===== src/rtl/inta_sequencer_pkg.sv =====
// Shared constants for the 8086-mode INTA sequencer: FSM encodings, INTA polarity, vector width.
package inta_sequencer_pkg;

    localparam logic [2:0] IDLE    = 3'd0;
    localparam logic [2:0] P1_LOW  = 3'd1;
    localparam logic [2:0] GAP     = 3'd2;
    localparam logic [2:0] P2_LOW  = 3'd3;
    localparam logic [2:0] RECOVER = 3'd4;

    localparam logic INTA_ACTIVE = 1'b0;
    localparam int   VECTOR_W    = 8;

    function automatic int max3(input int a, input int b, input int c);
        int m;
        m = (a > b) ? a : b;
        return (m > c) ? m : c;
    endfunction

endpackage


===== src/rtl/inta_sequencer_if.sv =====
// PIC-side and CPU-side signals of the INTA sequencer; master is the sequencer itself.
interface inta_sequencer_if;
    import inta_sequencer_pkg::*;

    logic                int_in;
    logic                intr_enable;
    logic [VECTOR_W-1:0] data_bus;
    logic                inta_n;
    logic [VECTOR_W-1:0] vec_data;
    logic                vec_valid;
    logic                vec_ready;
    logic                busy;

    modport master (
        input  int_in, intr_enable, data_bus, vec_ready,
        output inta_n, vec_data, vec_valid, busy
    );

    modport slave (
        output int_in, intr_enable, data_bus, vec_ready,
        input  inta_n, vec_data, vec_valid, busy
    );

endinterface


===== src/rtl/int_synchronizer.sv =====
// Two-flop synchronizer bringing the asynchronous PIC INT line into the clk domain.
// Latency: 2 clk edges. No backpressure.
module int_synchronizer (
    input  logic clk,
    input  logic rst,
    input  logic d,
    output logic q
);

    logic meta_q, meta_d;
    logic sync_q, sync_d;

    always_comb begin
        meta_d = d;
        sync_d = meta_q;
    end

    always_ff @(posedge clk or posedge rst) begin
        if (rst) begin
            meta_q <= 1'b0;
            sync_q <= 1'b0;
        end else begin
            meta_q <= meta_d;
            sync_q <= sync_d;
        end
    end

    assign q = sync_q;

endmodule


===== src/rtl/inta_sequencer.sv =====
// Drives the two-pulse 8086 INTA sequence to the PIC and hands the captured vector to the CPU.
// Latency: INT high before edge N -> INTA low after edge N+2; vector valid after 2*PULSE+GAP cycles.
// Backpressure: while vec_valid is held (vec_ready low) no new sequence starts.
module inta_sequencer
    import inta_sequencer_pkg::*;
#(
    parameter int PULSE_CYCLES   = 2,
    parameter int GAP_CYCLES     = 2,
    parameter int RECOVER_CYCLES = 2
) (
    input  logic             clk,
    input  logic             rst,
    inta_sequencer_if.master bus
);

    localparam int CNT_W = $clog2(max3(PULSE_CYCLES, GAP_CYCLES, RECOVER_CYCLES) + 1);

    // Counters load duration-1 on entry and leave the state when they reach zero.
    localparam logic [CNT_W-1:0] PULSE_LD   = CNT_W'(PULSE_CYCLES - 1);
    localparam logic [CNT_W-1:0] GAP_LD     = CNT_W'(GAP_CYCLES - 1);
    localparam logic [CNT_W-1:0] RECOVER_LD = CNT_W'(RECOVER_CYCLES - 1);

    logic                int_s;
    logic [2:0]          state_q,     state_d;
    logic [CNT_W-1:0]    cnt_q,       cnt_d;
    logic [VECTOR_W-1:0] vec_data_q,  vec_data_d;
    logic                vec_valid_q, vec_valid_d;
    logic                inta_n_q,    inta_n_d;
    logic                busy_q,      busy_d;

    int_synchronizer u_int_sync (
        .clk (clk),
        .rst (rst),
        .d   (bus.int_in),
        .q   (int_s)
    );

    always_comb begin
        state_d     = state_q;
        cnt_d       = cnt_q;
        vec_data_d  = vec_data_q;
        vec_valid_d = vec_valid_q;

        if (vec_valid_q && bus.vec_ready) begin
            vec_valid_d = 1'b0;
        end

        case (state_q)
            IDLE: begin
                // Registered vec_valid gates the start, so a consume and a start never share an edge.
                if (int_s && bus.intr_enable && !vec_valid_q) begin
                    state_d = P1_LOW;
                    cnt_d   = PULSE_LD;
                end
            end
            P1_LOW: begin
                if (cnt_q == '0) begin
                    state_d = GAP;
                    cnt_d   = GAP_LD;
                end else begin
                    cnt_d = cnt_q - CNT_W'(1);
                end
            end
            GAP: begin
                if (cnt_q == '0) begin
                    state_d = P2_LOW;
                    cnt_d   = PULSE_LD;
                end else begin
                    cnt_d = cnt_q - CNT_W'(1);
                end
            end
            P2_LOW: begin
                if (cnt_q == '0) begin
                    state_d     = RECOVER;
                    cnt_d       = RECOVER_LD;
                    vec_data_d  = bus.data_bus;
                    vec_valid_d = 1'b1;
                end else begin
                    cnt_d = cnt_q - CNT_W'(1);
                end
            end
            RECOVER: begin
                if (cnt_q == '0) begin
                    state_d = IDLE;
                    cnt_d   = '0;
                end else begin
                    cnt_d = cnt_q - CNT_W'(1);
                end
            end
            default: begin
                state_d = IDLE;
                cnt_d   = '0;
            end
        endcase

        // Outputs are decoded from the next state so the pins come straight from flops.
        inta_n_d = ((state_d == P1_LOW) || (state_d == P2_LOW)) ? INTA_ACTIVE : ~INTA_ACTIVE;
        busy_d   = (state_d != IDLE);
    end

    always_ff @(posedge clk or posedge rst) begin
        if (rst) begin
            state_q     <= IDLE;
            cnt_q       <= '0;
            vec_data_q  <= '0;
            vec_valid_q <= 1'b0;
            inta_n_q    <= ~INTA_ACTIVE;
            busy_q      <= 1'b0;
        end else begin
            state_q     <= state_d;
            cnt_q       <= cnt_d;
            vec_data_q  <= vec_data_d;
            vec_valid_q <= vec_valid_d;
            inta_n_q    <= inta_n_d;
            busy_q      <= busy_d;
        end
    end

    assign bus.inta_n    = inta_n_q;
    assign bus.vec_data  = vec_data_q;
    assign bus.vec_valid = vec_valid_q;
    assign bus.busy      = busy_q;

endmodule

===== src/flat_wrapper.sv =====
// flat-port wrapper written by rule: the top's interface ports become plain ports
module inta_sequencer_flat import inta_sequencer_pkg::*;
#(
    parameter int PULSE_CYCLES   = 2,
    parameter int GAP_CYCLES     = 2,
    parameter int RECOVER_CYCLES = 2
)
  (clk, rst, bus_int_in, bus_intr_enable, bus_data_bus, bus_vec_ready, bus_inta_n, bus_vec_data, bus_vec_valid, bus_busy);
  inta_sequencer_if bus_i ();
  input  logic clk;
  input  logic rst;
  input wire logic [$bits(bus_i.int_in)-1:0] bus_int_in;
  input wire logic [$bits(bus_i.intr_enable)-1:0] bus_intr_enable;
  input wire logic [$bits(bus_i.data_bus)-1:0] bus_data_bus;
  input wire logic [$bits(bus_i.vec_ready)-1:0] bus_vec_ready;
  output wire logic [$bits(bus_i.inta_n)-1:0] bus_inta_n;
  output wire logic [$bits(bus_i.vec_data)-1:0] bus_vec_data;
  output wire logic [$bits(bus_i.vec_valid)-1:0] bus_vec_valid;
  output wire logic [$bits(bus_i.busy)-1:0] bus_busy;
  assign bus_i.int_in = bus_int_in;
  assign bus_i.intr_enable = bus_intr_enable;
  assign bus_i.data_bus = bus_data_bus;
  assign bus_i.vec_ready = bus_vec_ready;
  assign bus_inta_n = bus_i.inta_n;
  assign bus_vec_data = bus_i.vec_data;
  assign bus_vec_valid = bus_i.vec_valid;
  assign bus_busy = bus_i.busy;
  inta_sequencer #(.PULSE_CYCLES(PULSE_CYCLES), .GAP_CYCLES(GAP_CYCLES), .RECOVER_CYCLES(RECOVER_CYCLES)) u_core (.clk(clk), .rst(rst), .bus(bus_i));
endmodule

===== config.mk =====
export PLATFORM = sky130hd
export DESIGN_NAME = inta_sequencer_flat
export DESIGN_NICKNAME = d
export VERILOG_FILES = /design/src/rtl/inta_sequencer_pkg.sv /design/src/rtl/inta_sequencer_if.sv /design/src/rtl/int_synchronizer.sv /design/src/rtl/inta_sequencer.sv /design/src/flat_wrapper.sv
export SDC_FILE = /design/constraint.sdc
export NUM_CORES = 1
export LEC_CHECK = 0
export BUFFER_PORTS_ARGS = -buffer_cell sky130_fd_sc_hd__buf_4
export CAP_MARGIN = 20
export CORE_MARGIN = 2
export CORE_UTILIZATION = 46
export CTS_BUF_LIST = sky130_fd_sc_hd__clkbuf_2
export DETAILED_ROUTE_END_ITERATION = 10
export GPL_TIMING_DRIVEN = 0
export PLACE_DENSITY = 0.74
export SLEW_MARGIN = 25
export SYNTH_ARGS = -nofsm -noshare
export SYNTH_HDL_FRONTEND = slang
export SYNTH_SLANG_ARGS = --single-unit

===== constraint.sdc =====
create_clock -name clk -period 4 [get_ports clk]
set_clock_uncertainty 0.2 [all_clocks]
set_input_delay 0.2 -clock clk [delete_from_list [all_inputs] [get_ports clk]]
set_output_delay 0.2 -clock clk [all_outputs]
set_load 0.05 [all_outputs]

==> flow_metrics.py, run 1 <==
metrics = {
    "floorplanning": {
        "start_util_pct": 48.91,
        "die_y_um": 43.79,
        "io_pins": 24,
        "fp.coreArea_um2": 1489,
        "rows": 14,
        "die_x_um": 43.79,
        "die-area_um2": 1917,
    },
    "sta": {
        "slew_viol_final": 0,
        "hold_violations": 0,
        "fin_crit_sh_pct": 38.86,
        "setup_tns_ns": 0,
        "tightest_slew_ns": 0.6659,
        "setup_viol": 0,
        "rsz0062_at_grt": "false",
        "fin_crit_ns": 1.554,
        "fmax_mhz": 643.4,
        "relSlewSlack_pct": 55.55,
    },
    "final_layout": {
        "utilization_pct": 70.50,
        "ff_latch_area_um2": 451.7,
        "fillerInstances": 108,
        "area_growth_syn_to_layout_pct": 44.16,
        "drive_gt1_share_pct": 45.56,
        "diodes": 0,
        "multi_input_area_um2": 256.5,
        "final_nets": 104,
    },
    "worst_hold_path": {
        "hold_depth": 3,
        "hold_end": "u_core.bus.busy",
        "hold_path.class": "input pin to flop",
        "hold_start": "bus_intr_enable",
    },
    "placement": {
        "dp_hpwl_um": 932.3,
        "place_congestion": 0.7470,
        "port-buffer-count": 23,
    },
    "global_routing": {
        "grt_pass1_wl_um": 2463,
        "antenna_found_initial": 0,
        "grt_max_degree": 19,
        "overflow": 0,
        "track_usage_pct": 17.94,
        "grt_pass1_vias": 539,
    },
    "route": {
        "wl_um": 1488,
        "drc_errors": 0,
        "wl_per_cell_um": 14.04,
        "drt-pass1-iter-count": 4,
        "vias": 535,
        "drtIter0Drc": 14,
        "viasPerCell": 5.047,
        "ant_nets": 0,
    },
    "job": {
        "drv_cap": 0,
    },
    "synth": {
        "postSynthCellCount": 52,
        "ys_warn_count": 0,
        "synth_top_area_cell": "dfrtp_1",
        "synth_nets": 65,
        "ys_top_cells_by_count": "17 x dfrtp_1, 8 x mux2_2, 4 x inv_1, 3 x o21ai_0, 2 x or3_1",
        "ys_ff_latch": 18,
        "syn_area_per_cell_um2": 14.00,
        "synth.most_common_cell": "dfrtp_1",
        "synth_area_leaders": "dfrtp_1 58%, mux2_2 12%, dfstp_2 3.6%, nand4_4 2.9%, o21ai_0 2.1%",
        "syn_area_um2": 728.2,
        "synthFlopType": "dfrtp_1",
        "synth-edff-count": 0,
        "synth.top_cell.area_share_pct": 58.42,
        "async_flop_share_pct": 100.0,
        "synth_cell_types": 23,
        "ys_seq_area_share_pct": 62.03,
    },
    "power_and_ir_drop": {
        "p_leak_nw": 0.5065,
        "irDropWorstVdd_v": 0.0004259,
        "p_per_area_nw_per_um2": 865.6,
    },
    "critical_path": {
        "crit_required_ns": 3.99,
        "crit_path_top_delay_cell": "dfrtp_1",
        "critPathBufInv": 0,
        "worst_setup_path_start_kind": "flop",
        "ff2ff_setup_slack_ns": 2.45,
        "slowest_delay_ns": 0.51,
        "worstPathArrival_ns": 1.55,
        "end_kind": "flop",
        "critical_path_class": "flop to flop",
        "crit_chain": "nor2_4, nand4_4, mux2_2",
        "regToRegStartpoint": "u_core.cnt_q[0]",
        "r2r_cells": 3,
        "crit_path_max_fanout": 10,
        "r2r-end": "u_core.bus.vec_data[0]",
        "cpLargestDelayFamily": "flip-flops",
    },
    "clock_tree": {
        "cts_tree": "yes",
        "clk_latency_ns": 0.30,
        "htree_levels": 1,
        "cts_root_buf": "clkbuf_2",
        "cts_resized": 0,
        "cts_buffer_depth": 2,
        "numCtsBuffers": 3,
        "cts.sinks": 18,
        "cts.clk_slew.worst_paths_ns": 0.18,
    },
    "status": {
        "status": "finished, final reports clean",
    },
}
-- cell type report --
type	count	area share [%]
clock buffer	3	1.430
sequential	18	43.03
inverter	4	1.430
clock inverter	1	0.3576
tap	16	1.907
multi-input combinational	29	24.43
buffer	1	0.4768
timing repair buffer	34	26.94
-- how the worst max path moves through the flow --
stage / from / to / cells after the start
floorplan: u_core.bus.vec_valid / u_core.bus.inta_n / 3
global placement: u_core.state_q[2] / u_core.bus.vec_data[1] / 4
detailed placement: u_core.state_q[2] / u_core.bus.vec_data[2] / 4
CTS: u_core.cnt_q[0] / u_core.bus.vec_data[0] / 3
global route: u_core.cnt_q[0] / u_core.bus.vec_data[0] / 3
finish: u_core.cnt_q[0] / u_core.bus.vec_data[0] / 3
-- sequential cells by signal (all words and copies together), names as in the netlist --
register                  flops
u_core.u_int_sync.q           1
u_core.u_int_sync.meta_q      1
u_core.bus.vec_valid          1
u_core.bus.busy               1
u_core.bus.inta_n             1
u_core.cnt_q                  2
u_core.state_q                3
u_core.bus.vec_data           8
-- cell usage in the layout (no fill, tap or decap) --
| cell | netlist | final |
|---|---|---|
| buf_4 | 0 | 23 |
| dfrtp_1 | 17 | 17 |
| dlygate4sd3_1 | 0 | 11 |
| mux2_2 | 8 | 8 |
| clkbuf_2 | 1 | 4 |
| inv_1 | 4 | 4 |
| o21ai_0 | 3 | 3 |
| or3_1 | 2 | 2 |
| nor2_4 | 1 | 1 |
| nand4_4 | 1 | 1 |
| nor3b_2 | 1 | 1 |
| xnor2_1 | 1 | 1 |
| nor2_1 | 1 | 1 |
| or2_1 | 1 | 1 |
| nand2_1 | 1 | 1 |
| nor4bb_1 | 1 | 1 |
| a211oi_1 | 1 | 1 |
| nor3_1 | 1 | 1 |
| a31oi_1 | 1 | 1 |
| and3b_2 | 1 | 1 |
| a21oi_1 | 1 | 1 |
| o32ai_1 | 1 | 1 |
| a21o_2 | 1 | 1 |
| o211a_1 | 1 | 1 |
| clkinv_1 | 0 | 1 |
| dfstp_2 | 1 | 1 |
-- logic make-up (layout without fill, tap and decap cells) --
group	count (synthesis)	in the layout	share of synthesized area, %
AO/OA/AOI/OAI	9	9	8.419
XOR/XNOR	1	1	1.203
buffers and inverters	5	43	2.748
flip-flops	18	18	62.03
multiplexers	8	8	12.37
AND/OR/NAND/NOR	11	11	13.23
-- per-layer routing --
| metal | track usage (%) | wire length [um] | vias to the layer above |
|---|---|---|---|
| met5 | 0 | 0 | - |
| met4 | 7.273 | 0 | 0 |
| met3 | 4.167 | 61 | 0 |
| met2 | 31.18 | 836 | 18 |
| met1 | 21.20 | 591 | 258 |
| li1 | - | - | 259 |
-- power by group --
group / total [mW] / internal [mW] / switching (mW)
sequential: 0.322 / 0.264 / 0.0578
combinational: 0.510 / 0.190 / 0.320
clock: 0.0768 / 0.0217 / 0.0551
-- metrics by stage --
stage	hold slack [ns]	instances	power, mW	instance area, um2	worst slack (ns)
2_1_floorplan	-0.06216	52	0.6887	728.2	2.470
6_report	0.06162	106	0.9087	1050	2.446
3_3_place_gp	0.1101	91	0.8154	920.9	2.491
4_1_cts	0.04795	106	0.9141	1050	2.440
5_1_grt	0.04084	106	0.9517	1050	2.369
3_5_place_dp	0.1117	91	0.8291	920.9	2.453
-- tightest hold or removal path: cells and delay by family --
family	cells	cell delay, ns
buf+inv	1	0.09
compound gates	2	0.25
-- what timing repair did --
action,in CTS,in global routing
hold buffers,11,0
buffers inserted,0,0
endpoints found under the setup margin,0,0
hold endpoints to repair,27,0
No activity file was read; power rests on OpenSTA's default activity.
==> inputs of run 2 (changes only) <==
- CORE_UTILIZATION: 46 -> 45
- PLACE_DENSITY: 0.74 -> 0.75
- clock period: 4 -> 1.3 ns (I/O delays scaled with it)
==> run 2 against run 1 <==
The flow now finishes with violations (negative setup slack). Register-to-register slack lost 2.6 ns. Setup slack lost 2.6 ns. Core utilization grew 11 points. Sequential power grew to 3.2 times the previous value. Clock power grew to 3.0 times the previous value. Combinational power grew to 4.2 times the previous value. Cell area grew 18%. Die area grew 2.0%. Sequential share of layout area shrank 5.9 points. Non-clock buffer count grew 10. Wire length grew 33%. Critical endpoint is now u_core.bus.inta_n. Largest cell class unchanged. Highest routed layer is now met4.
==> flow_metrics.py, run 2 (same netlist as run 1, synthesis figures left out) <==
metrics = {
    "critical_path": {
        "cpLargestDelayFamily": "simple AND/OR/NAND/NOR gates",
        "critical_path_class": "flop to flop",
        "crit_chain": "nor4bb_2, a211oi_1, or3_1",
        "ff2ff_setup_slack_ns": -0.14,
        "crit_required_ns": 1.32,
        "r2r_cells": 3,
        "slowest_delay_ns": 0.48,
        "critPathBufInv": 0,
        "worst_setup_path_start_kind": "flop",
        "crit_path_top_delay_cell": "dfrtp_2",
        "crit_path_max_fanout": 4,
        "worstPathArrival_ns": 1.46,
        "end_kind": "flop",
        "r2r-end": "u_core.bus.inta_n",
        "regToRegStartpoint": "u_core.state_q[1]",
    },
    "final_layout": {
        "final_cell_mix": "27 x buf_4, 12 x dlygate4sd3_1, 12 x dfrtp_1",
        "fillerInstances": 81,
        "layout_commonest_cell": "buf_4",
        "diodes": 0,
        "drive_gt1_share_pct": 63.37,
        "largest_reg_flops": 8,
        "utilization_pct": 81.98,
        "final_nets": 115,
        "area_growth_syn_to_layout_pct": 69.59,
    },
    "global_routing": {
        "antenna_found_initial": 0,
        "grt_pass1_vias": 700,
        "track_usage_pct": 21.61,
        "overflow": 0,
        "grt_max_degree": 19,
        "grt_pass1_wl_um": 2987,
    },
    "power_and_ir_drop": {
        "p_leak_nw": 0.5695,
        "irDropWorstVdd_v": 0.001700,
        "p_per_area_nw_per_um2": 2755,
    },
    "placement": {
        "place_congestion": 0.6890,
        "post-place-ws_ns": -0.2268,
        "port-buffer-count": 23,
        "dp_hpwl_um": 887.6,
    },
    "sta": {
        "slew_viol_final": 0,
        "fin_crit_ns": 1.437,
        "fin_crit_sh_pct": 110.5,
        "tightest_slew_ns": 0.6625,
        "setup_viol": 15,
        "hold_ws_ns": 0.1733,
        "setup_tns_ns": -1.554,
        "hold_violations": 0,
        "worst_slack_ns": -0.1366,
        "fmax_mhz": 696.1,
        "relSlewSlack_pct": 55.79,
        "rsz0062_at_grt": "true",
    },
    "worst_hold_path": {
        "hold_depth": 0,
        "hold_path.class": "flop to flop",
        "hold_end": "u_core.u_int_sync.q",
        "hold_start": "u_core.u_int_sync.meta_q",
    },
    "status": {
        "violations": "negative setup slack",
        "status": "finished with violations",
    },
    "route": {
        "wl_per_cell_um": 16.96,
        "viasPerCell": 5.342,
        "drtIter0Drc": 11,
        "ant_nets": 0,
        "vias": 625,
        "drc_errors": 0,
        "drt-pass1-iter-count": 4,
        "wl_um": 1984,
    },
    "floorplanning": {
        "rows": 14,
        "die-area_um2": 1956,
        "die_y_um": 44.23,
        "start_util_pct": 48.34,
        "die_x_um": 44.23,
        "fp.coreArea_um2": 1506,
        "io_pins": 24,
    },
    "clock_tree": {
        "htree_levels": 1,
        "numCtsBuffers": 3,
        "cts_buffer_depth": 2,
        "clk_latency_ns": 0.28,
        "cts_root_buf": "clkbuf_2",
        "cts.clk_slew.worst_paths_ns": 0.16,
        "cts_tree": "yes",
        "cts.sinks": 18,
    },
    "job": {
        "drv_cap": 0,
    },
}
run 2: cell types whose count changed in the layout (fill, tap and decap cells not counted), moves of 2 or more:
cell     before  now
inv_1         4    2
buf_6         0    5
dfrtp_1      17   12
dfrtp_2       0    5
o21ai_0       3    0
buf_4        23   27
o21ai_1       0    2
run 2: what timing repair did:
action | 4_1_cts | 5_1_grt
setup buffers | 7 | 3
pin swaps | 9 | 2
hold buffers | 12 | 0
hold endpoints to repair | 30 | 0
endpoints found under the setup margin | 15 | 18
resized for setup | 17 | 10
cloned | 1 | 0
run 2: through the flow:
step / instances / power, mW / instance area, um2
detailed placement: 91 / 2.552 / 922.1
finish: 117 / 3.402 / 1235
global placement: 91 / 2.512 / 922.1
CTS: 114 / 3.162 / 1184
global route: 117 / 3.544 / 1235
floorplan: 52 / 2.123 / 729.5
run 2: routing by layer:
layer  GRT usage, %  share of wire, %
met5              0                 0
met4          12.12              0.86
met3          4.490               4.1
met2          36.76                54
met1          25.27                41
run 2: worst max-delay path by stage:
| stage | slack [ns] | cells after the start | to | startpoint |
|---|---|---|---|---|
| finish | -0.14 | 3 | u_core.bus.inta_n | u_core.state_q[1] |
| floorplan | -0.14 | 3 | u_core.bus.inta_n | u_core.bus.vec_valid |
| detailed placement | -0.23 | 4 | u_core.bus.vec_data[4] | u_core.state_q[2] |
| CTS | -0.12 | 3 | u_core.bus.vec_data[4] | u_core.cnt_q[1] |
| global route | -0.17 | 3 | u_core.bus.inta_n | u_core.state_q[1] |
| global placement | -0.21 | 4 | u_core.bus.vec_data[6] | u_core.state_q[2] |
run 2: power breakdown:
part / leakage (nW) / switching, mW / internal [mW]
clock: 0.0140 / 0.160 / 0.0669
combinational: 0.347 / 1.25 / 0.909
sequential: 0.208 / 0.188 / 0.829
total: 0.570 / 1.60 / 1.81
run 2: cell type report:
type | count | area, um2 | area share (%)
timing repair buffer | 45 | 394.1 | 31.92
sequential | 18 | 457.9 | 37.08
tap | 16 | 20.02 | 1.621
clock inverter | 1 | 3.754 | 0.3040
multi-input combinational | 30 | 326.6 | 26.44
inverter | 4 | 17.52 | 1.418
clock buffer | 3 | 15.01 | 1.216
